[config.mk]
export PLATFORM = sky130hd
export DESIGN_NAME = pong_score_keeper
export DESIGN_NICKNAME = d
export VERILOG_FILES = /design/src/rtl/pong_score_keeper.sv
export SDC_FILE = /design/constraint.sdc
export NUM_CORES = 1
export LEC_CHECK = 0
export ABC_AREA = 0
export BUFFER_PORTS_ARGS = -buffer_cell sky130_fd_sc_hd__buf_2
export CAP_MARGIN = 20
export CELL_PAD_IN_SITES_DETAIL_PLACEMENT = 0
export CELL_PAD_IN_SITES_GLOBAL_PLACEMENT = 1
export CORE_MARGIN = 1
export CORE_UTILIZATION = 40
export DETAILED_ROUTE_END_ITERATION = 6
export GPL_TIMING_DRIVEN = 1
export PLACE_DENSITY_LB_ADDON = 0.15
export SYNTH_ARGS = -nofsm -noshare
export SYNTH_HDL_FRONTEND = slang
export SYNTH_SLANG_ARGS = --single-unit
[constraint.sdc]
create_clock -name clock -period 4.82 [get_ports clock]
set_input_delay 0.964 -clock clock [delete_from_list [all_inputs] [get_ports clock]]
set_output_delay 0.964 -clock clock [all_outputs]
set_load 0.02 [all_outputs]
[src/rtl/pong_score_keeper.sv]
// ---------------------------------------------------------------------------
// pong_score_keeper
//
// Match control and score stage for the pong game. It uses the one-cycle
// slow tick from the clock divider as its time base. The tick sets the serve
// delay and the game-over blink rate. The block counts points reported by the
// ball logic, declares a winner, and gates the ball/paddle logic via serve_en.
//
// Parameters
//   WIN_SCORE    points needed to win (1..9)
//   SERVE_TICKS  tick pulses to wait before each serve (1..15)
//
// Ports
//   clock       in   system clock, all logic on posedge
//   reset       in   synchronous active-high reset
//   tick        in   one-cycle enable pulse from the divider (not a clock)
//   start       in   begins / restarts a match (level or pulse)
//   point_p1    in   one-cycle pulse: player 1 scored
//   point_p2    in   one-cycle pulse: player 2 scored
//   score_p1    out  player 1 score, binary 0..9
//   score_p2    out  player 2 score, binary 0..9
//   serve_en    out  high only while the ball is in play
//   serve_side  out  0 = serve toward player 1, 1 = toward player 2
//   game_over   out  high once a player has reached WIN_SCORE
//   winner      out  00 none, 01 player 1, 10 player 2
//   blink       out  toggles on each tick after the match ends, else 0
// ---------------------------------------------------------------------------
module pong_score_keeper #(
  parameter int WIN_SCORE   = 7,
  parameter int SERVE_TICKS = 3
) (
  input  logic       clock,
  input  logic       reset,
  input  logic       tick,
  input  logic       start,
  input  logic       point_p1,
  input  logic       point_p2,
  output logic [3:0] score_p1,
  output logic [3:0] score_p2,
  output logic       serve_en,
  output logic       serve_side,
  output logic       game_over,
  output logic [1:0] winner,
  output logic       blink
);

  typedef enum logic [1:0] {
    IDLE       = 2'd0,
    SERVE_WAIT = 2'd1,
    PLAY       = 2'd2,
    GAME_OVER  = 2'd3
  } state_t;

  localparam logic [3:0] WIN_L   = 4'(WIN_SCORE);
  localparam logic [3:0] SERVE_L = 4'(SERVE_TICKS);

  state_t     state, state_nx;
  logic [3:0] cnt, cnt_nx;
  logic [3:0] score_p1_nx, score_p2_nx;
  logic       serve_side_nx;
  logic [1:0] winner_nx;
  logic       blink_nx;

  // Next-state and next-output logic.
  always_comb begin
    // NOTE: every output of this block gets a default first so that no path
    // leaves a signal unassigned, which would infer a latch.
    state_nx      = state;
    cnt_nx        = cnt;
    score_p1_nx   = score_p1;
    score_p2_nx   = score_p2;
    serve_side_nx = serve_side;
    winner_nx     = winner;
    blink_nx      = blink;

    case (state)
      IDLE: begin
        // A tick in the same cycle as start is deliberately not counted:
        // the full serve delay always follows a start.
        if (start) begin
          score_p1_nx = '0;
          score_p2_nx = '0;
          winner_nx   = 2'b00;
          blink_nx    = 1'b0;
          cnt_nx      = SERVE_L;
          state_nx    = SERVE_WAIT;
        end
      end

      SERVE_WAIT: begin
        // Points and start are ignored while waiting for the serve.
        if (tick && cnt != 4'd0) begin
          cnt_nx = cnt - 4'd1;
          if (cnt == 4'd1) state_nx = PLAY;
        end
      end

      PLAY: begin
        if (point_p1 && point_p2) begin
          // Simultaneous points: nobody scores, the rally is re-served.
          cnt_nx   = SERVE_L;
          state_nx = SERVE_WAIT;
        end else if (point_p1) begin
          score_p1_nx   = score_p1 + 4'd1;
          serve_side_nx = 1'b1;
          if (score_p1_nx == WIN_L) begin
            winner_nx = 2'b01;
            blink_nx  = 1'b0;
            state_nx  = GAME_OVER;
          end else begin
            cnt_nx   = SERVE_L;
            state_nx = SERVE_WAIT;
          end
        end else if (point_p2) begin
          score_p2_nx   = score_p2 + 4'd1;
          serve_side_nx = 1'b0;
          if (score_p2_nx == WIN_L) begin
            winner_nx = 2'b10;
            blink_nx  = 1'b0;
            state_nx  = GAME_OVER;
          end else begin
            cnt_nx   = SERVE_L;
            state_nx = SERVE_WAIT;
          end
        end
      end

      GAME_OVER: begin
        // A restart takes priority over a coincident blink tick; the
        // serve side of the last point is carried into the new match.
        if (start) begin
          score_p1_nx = '0;
          score_p2_nx = '0;
          winner_nx   = 2'b00;
          blink_nx    = 1'b0;
          cnt_nx      = SERVE_L;
          state_nx    = SERVE_WAIT;
        end else if (tick) begin
          blink_nx = ~blink;
        end
      end
    endcase
  end

  // State and registered outputs.
  always_ff @(posedge clock) begin
    // NOTE: sequential state uses non-blocking assignments so that every
    // register samples values from before this edge.
    if (reset) begin
      state      <= IDLE;
      cnt        <= '0;
      score_p1   <= '0;
      score_p2   <= '0;
      serve_en   <= 1'b0;
      serve_side <= 1'b0;
      game_over  <= 1'b0;
      winner     <= 2'b00;
      blink      <= 1'b0;
    end else begin
      state      <= state_nx;
      cnt        <= cnt_nx;
      score_p1   <= score_p1_nx;
      score_p2   <= score_p2_nx;
      serve_en   <= (state_nx == PLAY);
      serve_side <= serve_side_nx;
      game_over  <= (state_nx == GAME_OVER);
      winner     <= winner_nx;
      blink      <= blink_nx;
    end
  end

endmodule

==> results.ini <==
[outcome]
run_status=completed

[critical_path]
crit-reg2reg-launch=state[0]
startpoint=point_p1
worstPathArrival_ns=2.66
cp_slowest_cell=or3b_1
end_kind=register
crit_chain=buf_2 -> ha_1 -> or3b_1 -> a211oi_2 -> a41oi_1 -> a311oi_1
crit_path_start_kind=primary input
crit_type=in2reg
worstPathRequired_ns=5.06
path_max_fanout=12
slowest_delay_ns=0.43

[placed_design]
numPortBuffers=19
globalplace.congestion=0.8038
dp_slack_ns=2.074
placed_area_sq_um=1560
hpwl_mm=2.357

[timing]
slew_headroom_pct=69.51
rsz0062_at_grt=false
tns_ns=0
fmax_mhz=414.2
min_period_over_period_pct=50.09
worstMarginPinSlew_ns=0.4573
fin_skew_ns=0.002007
setup_violations=0
drv_slew=0
fin_crit_ns=2.414
final-hold-violation-count=0
whs_ns=0.4704
worst_slack_ns=2.406

[power]
p_comb_share_pct=24.2
intPower_uw=298.1
ir_drop_mv=0.08343
clock_power_share_pct=33.4
p_per_area_nw_per_um2=269.5
swShare_pct=31.41
power.switching_uw=136.5
fin_total_pwr_uw=434.6
p_seq_share_pct=42.4
p_leak_nw=0.6697

[run]
drv_cap=0

[die]
num_rows=21
pin_count=20
die_x_um=61.85
start_util_pct=42.27
die_y_um=61.85
dieArea_sq_um=3825
core_area_sq_um=3390

[global_route]
grt_max_degree=25
antenna_found_initial=0
grt_first_pass_wirelength_mm=5.168
globalRouteOverflowTotal=0
grt_pass1_vias=1143
grt_use_total_pct=18.40

[drt]
avgViaCountPerCell=5.591
drcViolationCount=0
via_count=1314
drt-initial-drc-count=94
firstDrtPassIters=4
wire_per_inst_um=13.46
final_antenna_net_count=0
routed_wl_mm=3.162

[logic_synthesis]
syn_avg_cell_area_sq_um=8.329
postSynth.asyncResetShare_pct=0
yosys_warnings=0
syn_inst=172
syn_area_sq_um=1433
synth_edf_count=0
seq_area_frac_synth_pct=27.95
ys_types=56
ys_seq_elements=20
synth_flop_cell=dfxtp_1
synthesis.nets=192

[clock_network]
clock_latency_ns=0.32
cts_buffers=3
clk_pin_slew_worst_paths_ns=0.13
htreeDepth=1
cts_resized=0
clk_path_buf_depth=2
cts_tree=done
hold_buffers=0
post_cts_buffers=0
clockRootBuffer=clkbuf_4
clock-sinks=20

[cells_and_area]
fillers=328
layout-drive-gt1-share_pct=17.46
layout.nets=210
n_antenna_cell=0
syn2layout_area_growth_pct=12.58
final_area_sq_um=1613

[worst_hold_path]
hold_start=serve_side
hold_path_class=reg2reg

==> registers in the layout (all words and copies together), names as in the netlist <==
register	cells
game_over	1
score_p2	4
winner	2
serve_side	1
score_p1	4
serve_en	1
state	2
cnt	4
blink	1
==> worst paths after layout <==
kind	slack, ns	cells after the start	end
worst max-delay path	2.41	6	score_p2[3]
worst min-delay path	0.47	2	serve_side
worst max register to register	2.74	7	score_p1[3]
worst min register to register	0.47	2	serve_side
==> layout make-up <==
type	count	area [sq um]	area share [%]
multi-input cells	131	950.9	58.96
flip-flops and latches	20	400.4	24.83
repair buffers	19	95.09	5.896
well taps	46	57.56	3.569
inverters	15	56.30	3.491
clock inverters	1	30.03	1.862
clock buffers	3	22.52	1.396
==> worst max-delay path: cells and delay by family <==
family                   cells  cell delay [ns]
AND/OR/NAND/NOR              1             0.43
AO/OA/AOI/OAI                3             0.77
adder cells (fa/ha/maj)      1             0.32
buffers and inverters        1             0.17
==> synthesized netlist by cell type, types with 4 or more instances <==
cell,number,area [sq um]
nand3_1,9,45.04
nand2b_1,4,25.02
nor2b_1,5,31.28
clkbuf_1,4,15.01
nor2_1,13,48.80
nand2_1,13,48.80
ha_1,14,175.2
dfxtp_1,20,400.4
a21oi_1,11,55.05
inv_1,14,52.55
==> logic make-up after synthesis <==
| family | synth area share [%] |
|---|---|
| AO/OA/AOI/OAI | 22.27 |
| adder cells (fa/ha/maj) | 12.23 |
| buffers and inverters | 5.676 |
| flip-flops | 27.95 |
| multiplexers | 3.668 |
| AND/OR/NAND/NOR | 28.21 |
==> placed cells by master (no fill, tap or decap), types with 2 or more instances in the layout <==
| cell | n |
|---|---|
| inv_1 | 14 |
| nor2_1 | 13 |
| a21boi_1 | 2 |
| nor2b_1 | 5 |
| dfxtp_1 | 20 |
| nand4_1 | 2 |
| nand2_1 | 13 |
| or4_1 | 3 |
| nor3_1 | 3 |
| buf_2 | 19 |
| ha_1 | 14 |
| o41ai_1 | 2 |
| and2_1 | 2 |
| mux2i_1 | 3 |
| and3b_1 | 2 |
| a211oi_1 | 2 |
| nand3b_1 | 2 |
| nand3_1 | 9 |
| or3_1 | 2 |
| o31ai_1 | 2 |
| nand2b_1 | 4 |
| o21ai_0 | 2 |
| nor4_1 | 2 |
| clkbuf_4 | 3 |
| o211ai_1 | 2 |
| a21oi_1 | 11 |
==> power by group through the flow <==
| stage | Clock (mW) | Sequential (mW) | Combinational [mW] |
|---|---|---|---|
| floorplan | 0 | 0.189 | 0.0784 |
| global placement | 0 | 0.188 | 0.105 |
| detailed placement | 0 | 0.188 | 0.106 |
| CTS | 0.148 | 0.184 | 0.106 |
| global route | 0.155 | 0.186 | 0.118 |
| finish | 0.145 | 0.184 | 0.105 |
==> routing by layer <==
| layer | part of all wire [%] | global-route usage (%) | vias up |
|---|---|---|---|
| met3 | 3.4 | 2.692 | 5 |
| met5 | 0 | 0 | - |
| met4 | 1.5 | 6.667 | 0 |
| met1 | 49 | 24.62 | 610 |
| li1 | - | - | 671 |
| met2 | 46 | 30.11 | 28 |
==> metrics by stage <==
step	utilization [%]	std cells
after detailed placement	46.03	231
final	47.58	235
after floorplan	-	172
after global routing	47.58	235
after global placement	46.03	231
after CTS	47.58	235
Note: power is estimated with default switching activity, not from simulation.
